[src/rtl/dmem_acu_pkg.sv]
// Shared types and constants for the data-memory access unit.
// Widths mirror the core's data path (16-bit data, 16-bit byte address).
package dmem_acu_pkg;

   localparam int DMEM_ACU_DATA_WIDTH   = 16;
   localparam int DMEM_ACU_ADDR_WIDTH   = 16;
   localparam int DMEM_ACU_MEM_OFFSET   = 1;
   localparam int DMEM_ACU_MEM_WORDS    = 1024;
   localparam int DMEM_ACU_LOAD_LATENCY = 3;

   typedef enum logic [2:0] {
      IDLE     = 3'd0,
      ISSUE_RD = 3'd1,
      ISSUE_WR = 3'd2,
      LATCH    = 3'd3,
      RESP     = 3'd4
   } dmem_acu_state_t;

endpackage

[src/rtl/dmem_access_unit.sv]
// Requester side of the data-memory port: sequences one load/store at a time into a
// registered-address memory. Optional range check enabled by DMEM_ACU_BOUNDS_CHECK_EN.
module dmem_access_unit
   import dmem_acu_pkg::*;
#(
   parameter int DATA_WIDTH = DMEM_ACU_DATA_WIDTH,
   parameter int ADDR_WIDTH = DMEM_ACU_ADDR_WIDTH,
   parameter int MEM_OFFSET = DMEM_ACU_MEM_OFFSET,
   parameter int MEM_WORDS  = DMEM_ACU_MEM_WORDS
) (
   input  logic                  clk,
   input  logic                  rst,
   input  logic                  reqValid,
   output logic                  reqReady,
   input  logic                  reqWrite,
   input  logic [ADDR_WIDTH-1:0] reqAddr,
   input  logic [DATA_WIDTH-1:0] reqData,
   output logic                  respValid,
   output logic [DATA_WIDTH-1:0] respData,
   output logic                  respFault,
   output logic [ADDR_WIDTH-1:0] memAddr,
   output logic [DATA_WIDTH-1:0] memDataIn,
   output logic                  memWrEnable,
   input  logic [DATA_WIDTH-1:0] memDataOut
);

   dmem_acu_state_t       r_state;
   dmem_acu_state_t       w_next;
   logic                  r_req_ready;
   logic                  r_resp_valid;
   logic [DATA_WIDTH-1:0] r_resp_data;
   logic [ADDR_WIDTH-1:0] r_mem_addr;
   logic [DATA_WIDTH-1:0] r_mem_din;
   logic                  r_mem_we;
   logic                  w_accept;
   logic                  w_fault;

   assign w_accept = reqValid && r_req_ready;

`ifdef DMEM_ACU_BOUNDS_CHECK_EN
   logic [31:0] w_word_idx;
   logic        r_fault;

   assign w_word_idx = 32'(reqAddr) >> MEM_OFFSET;
   assign w_fault    = (w_word_idx >= 32'(MEM_WORDS));
   assign respFault  = r_fault;

   // Fault flag is captured per accepted request and read alongside respValid
   always_ff @(posedge clk) begin
      if (!rst) begin
         r_fault <= 1'b0;
      end else if (w_accept) begin
         r_fault <= w_fault;
      end else begin
         r_fault <= r_fault;
      end
   end
`else
   assign w_fault   = 1'b0;
   assign respFault = 1'b0;
`endif

   // Next-state decode; out-of-range requests skip the memory and go straight to RESP
   always_comb begin
      w_next = r_state;
      case (r_state)
         IDLE: begin
            if (w_accept) begin
               if (w_fault) begin
                  w_next = RESP;
               end else if (reqWrite) begin
                  w_next = ISSUE_WR;
               end else begin
                  w_next = ISSUE_RD;
               end
            end else begin
               w_next = IDLE;
            end
         end
         ISSUE_RD: w_next = LATCH;
         ISSUE_WR: w_next = IDLE;
         LATCH:    w_next = RESP;
         RESP:     w_next = IDLE;
         default:  w_next = IDLE;
      endcase
   end

   // State, handshake flags and memory-side registers
   always_ff @(posedge clk) begin
      if (!rst) begin
         r_state      <= IDLE;
         r_req_ready  <= 1'b1;
         r_resp_valid <= 1'b0;
         r_resp_data  <= {DATA_WIDTH{1'b0}};
         r_mem_addr   <= {ADDR_WIDTH{1'b0}};
         r_mem_din    <= {DATA_WIDTH{1'b0}};
         r_mem_we     <= 1'b0;
      end else begin
         r_state      <= w_next;
         r_req_ready  <= (w_next == IDLE);
         r_resp_valid <= (w_next == RESP);
         if (w_accept) begin
            r_mem_addr <= reqAddr;
            r_mem_din  <= reqData;
            r_mem_we   <= reqWrite && !w_fault;
         end else begin
            r_mem_addr <= r_mem_addr;
            r_mem_din  <= r_mem_din;
            r_mem_we   <= 1'b0;
         end
         // memDataOut reflects the address the memory latched at the end of ISSUE_RD
         if (r_state == LATCH) begin
            r_resp_data <= memDataOut;
         end else begin
            r_resp_data <= r_resp_data;
         end
      end
   end

   assign reqReady    = r_req_ready;
   assign respValid   = r_resp_valid;
   assign respData    = r_resp_data;
   assign memAddr     = r_mem_addr;
   assign memDataIn   = r_mem_din;
   assign memWrEnable = r_mem_we;

endmodule
[config.mk]
export PLATFORM = sky130hd
export DESIGN_NAME = dmem_access_unit
export DESIGN_NICKNAME = d
export VERILOG_FILES = /design/src/rtl/dmem_acu_pkg.sv /design/src/rtl/dmem_access_unit.sv
export SDC_FILE = /design/constraint.sdc
export NUM_CORES = 1
export LEC_CHECK = 0
export CORE_ASPECT_RATIO = 0.75
export CORE_UTILIZATION = 44
export DETAILED_ROUTE_END_ITERATION = 7
export HOLD_SLACK_MARGIN = 0.03
export PLACE_DENSITY = 0.85
export SLEW_MARGIN = 20
export SYNTH_ARGS = -nofsm -noshare
export SYNTH_HDL_FRONTEND = slang
export SYNTH_SLANG_ARGS = --single-unit
[constraint.sdc]
create_clock -name clk -period 2.4 [get_ports clk]
set_input_delay 0.48 -clock clk [delete_from_list [all_inputs] [get_ports clk]]
set_output_delay 0.48 -clock clk [all_outputs]
set_load 0.02 [all_outputs]
== After elaboration in Yosys (flattened, before gate mapping) ==
Index checks and enable logic that the tools add are counted.
Word-level totals
  bits in registers: 54
  input bits: 52
  output and inout bits: 52
Cells by class
  equal/unequal tests: 3
  muxes and demuxes: 3
  reduce and logical (&&, ||, !) cells: 4
Operator list (number)
  3-bit case mux with 3 select lines: 1
  3-bit logical NOT: 2
  3-bit by 1-bit equality test with 1-bit output (second input constant): 1
  3-bit by 2-bit equality test with 1-bit output (second input constant): 1
  3-bit equality test (second input constant): 1
  3-bit two-way mux: 1
  2-bit two-way mux: 1
  2-bit AND reduction: 1
  1-bit logical AND: 1

== Logic depth before layout (Yosys ltp) ==
  depth after elaboration: 4
  depth in mapped cells: 4
  depth with buffers taken out: 2

== Worst setup path before layout ==
Ideal clock, no wire load.
  kind: in2reg
  from: input port rst
  to: register r_state[1]
  data arrival time: 1.140 ns
  path slack: 1.156 ns
  stages: 3
  cells stage by stage: buf_2 -> clkinv_1 -> a2111oi_2
RTL lines
  start: declaration: line dmem_access_unit.sv:12  | input logic rst,
  end signal: assignment: line dmem_access_unit.sv:99  | r_state <= w_next;
  end: declaration: line dmem_access_unit.sv:27  | dmem_acu_state_t r_state;
No word-level cell between the ends.

== Final worst setup path ==
  from: register r_resp_data[3], in the netlist respData[3]
  to: output port respData[3]
RTL lines
  start: declaration: line dmem_access_unit.sv:31  | logic [DATA_WIDTH-1:0] r_resp_data;
  start signal: assignment: line dmem_access_unit.sv:94  | r_resp_data <= {DATA_WIDTH{1'b0}};
  start signal: assignment: line dmem_access_unit.sv:113  | r_resp_data <= memDataOut;
  start signal: assignment: line dmem_access_unit.sv:115  | r_resp_data <= r_resp_data;
  end: declaration: line dmem_access_unit.sv:19  | output logic [DATA_WIDTH-1:0] respData,
No word-level cell between the ends.

==> results by group <==
Status
  • Status: complete, but fails checks
  • Violated checks: design-rule violations

Logic synthesis
  • Syn_area_per_cell: 9.488 um^2
  • Post-synthesis adder-cell area fraction: 0%
  • Compound-Gate Fraction of Synth Area: 23.29%
  • Leading cell types by total area after synthesis: dfxtp_1, a21bo_2, nand3_1
  • Simple-Gate Fraction of Synth Area: 14.65%
  • Syn_nets: 287
  • Synthesized flop and latch total: 54
  • Ys flop type: dfxtp_1
  • Register area share after synthesis: 48.48%
  • Synth warnings: 0
  • Xor-xnor portion of the synthesized cell area: 0%
  • Synthesized area: 2230 um^2
  • Main combinational cell family by area after synthesis: compound AO/OA/AOI/OAI gates
  • Post-synth top area cell: dfxtp_1
  • Post-synth EDFFs: 0
  • Asr flop ratio synth: 0%
  • Library cells used by synthesis: 22
  • Syn Inst Count: 235
  • Mux contribution to synthesized area: 7.183%
  • Post-synth top area share: 48.48%

Cells and area
  • Nets: 377
  • Non-Filler Instances: 386
  • Fill count: 378
  • N_diodes: 0
  • Core Util, Final: 68.77%
  • Syn-to-layout area delta: 50.28%
  • Share of cells above drive strength 1: 15.34%

Worst setup path
  • Required time of the critical path: 1.92 ns
  • CP max-delay cell: clkdlybuf4s50_1
  • Critical path cell sequence: clkdlybuf4s50_1
  • Largest stage delay, worst path: 0.64 ns
  • CP arrival: 1.28 ns
  • Crit path kind: reg2out
  • Kind of end point of the critical path: output port
  • CP Launch Type: flop
  • Critical path's top delay family: buffers and inverters
  • Crit Path Max Fanout: 2
  • Worst Path Buf+Inv: 1

Detailed routing
  • Via count: 1926
  • Post-DRT Antenna Nets: 0
  • Vias per inst: 4.990
  • Drt first pass iters: 6
  • Drt total wl: 5099 um
  • DRT iter0 DRCs: 89
  • Drc violations: 18
  • Routed WL per cell: 13.21 um

Min path
  • Hold crit path type: reg2reg

Die
  • Cell row count: 22
  • Die Height: 63.65 um
  • Width of the die: 84.20 um
  • Die area: 5359 um^2
  • Core footprint: 4872 um^2
  • Starting Density: 45.76%
  • Ports: 104

Global route
  • Number of global-route vias before repair: 1834
  • Global Route Usage Sum: 20.46%
  • First-pass GRT wire length: 8666 um
  • Antenna violations before repair: 0
  • Pin count of the biggest net entering global routing: 68
  • Total gr overflow: 0

Clock network
  • Hold buffer count at CTS: 0
  • Clock Path Buffers: 2
  • CTS Sinks: 54
  • Clock Root Buffer: clkbuf_8
  • Skew-Pair Late Insertion Delay: 0.30 ns
  • CTS tree: yes
  • H-tree levels: 2
  • CTS Buf Count: 5
  • CTS clk-pin slew, worst paths: 0.09 ns
  • # Post-CTS Setup Buffers: 0
  • Post-CTS resize count: 0

Pwr
  • Pwr/cell area: 567.8 nW/um^2
  • Leak Pwr: 1.225 nW
  • VDD IR-drop max: 329.6 uV

STA
  • Final setup TNS: 0 ns
  • RSZ-0062 raised after global routing: no
  • Slew headroom: 58.44%
  • Clock skew: 0.006604 ns
  • Tcrit/Tclk final: 73.32%
  • Min Hold Slack: 0.4590 ns
  • Final Hold Fails: 0
  • Count of final setup violators: 0
  • Tmin final: 1.760 ns
  • Worst Tran Pin Value: 0.6234 ns
  • Final worst slack: 0.6403 ns
  • Slew Viols, Final: 0
  • Max Freq: 0.5683 GHz

Placed design
  • Final GP Congestion: 0.6887
  • # port buffers: 102
  • DP Cell Count: 378
  • Pre-CTS setup slack: 0.4549 ns
  • HPWL Detailed: 3559 um

Job
  • Max-Cap Viols: 0
-- through the flow --
| step | instance area, um^2 | power, mW |
|---|---|---|
| after floorplan | 2230 | 1.178 |
| after global placement | 3241 | 1.354 |
| after detailed placement | 3241 | 1.362 |
| after CTS | 3351 | 1.926 |
| after global routing | 3351 | 2.001 |
| final | 3351 | 1.902 |
-- state kept, by name, summed over array words and instances, names as in the netlist --
signal	cells
memAddr	16
memDataIn	16
respData	16
r_state	3
memWrEnable	1
reqReady	1
respValid	1
-- where the power goes --
part	switching, mW	internal, mW
Combinational	0.175	0.205
Sequential	0.0198	0.939
Clock	0.272	0.291
Total	0.467	1.44
-- area by class of cell --
type | instances | area (um^2) | area share, %
flip-flops and latches | 54 | 1082 | 32.30
clock buffers | 8 | 110.1 | 3.286
inverters | 2 | 7.507 | 0.2240
repair buffers | 107 | 1066 | 31.81
well taps | 60 | 75.07 | 2.240
multi-input cells | 155 | 1010 | 30.13
-- kinds of logic (layout without fill, tap and decap cells) --
logic type | after synthesis | in the layout
AOI/OAI and AO/OA | 67 | 67
muxes | 16 | 16
DFF | 54 | 54
and+or+nand+nor | 71 | 71
buffers and inverters | 26 | 117
other | 1 | 1
-- placed cells by master, fill, tap and decap left out, drive strengths merged, types with 6 or more instances in the layout --
cell type	count
a21bo	32
a21oi	32
buf	6
clkbuf	8
clkdlybuf4s50	101
dfxtp	54
mux2i	16
nand2	32
nand3	33
-- synthesized netlist by cell type, types with 2 or more instances --
library cell / n
nand2_1: 32
nand3b_1: 2
mux2i_1: 16
a21bo_2: 32
clkbuf_1: 9
dfxtp_1: 54
a21oi_1: 32
nand3_1: 33
buf_2: 11
a2111oi_2: 2
-- worst paths after layout --
kind	cells past startpoint	slack, ns	end	startpoint
max	1	0.64	respData[3]	respData[3]$_SDFFE_PN0N_
min	2	0.46	respData[7]$_SDFFE_PN0N_	respData[7]$_SDFFE_PN0N_
max reg2reg	3	0.80	r_state[1]$_SDFF_PN0_	reqReady$_SDFF_PN1_
min reg2reg	2	0.46	respData[7]$_SDFFE_PN0N_	respData[7]$_SDFFE_PN0N_
-- per-layer routing --
metal | global-route usage (%) | part of all wire (%)
met4 | 5.603 | 0.75
met1 | 26.35 | 46
met5 | 0 | 0
met3 | 8.257 | 11
met2 | 31.76 | 42
Power figures use the tool's default switching activity.
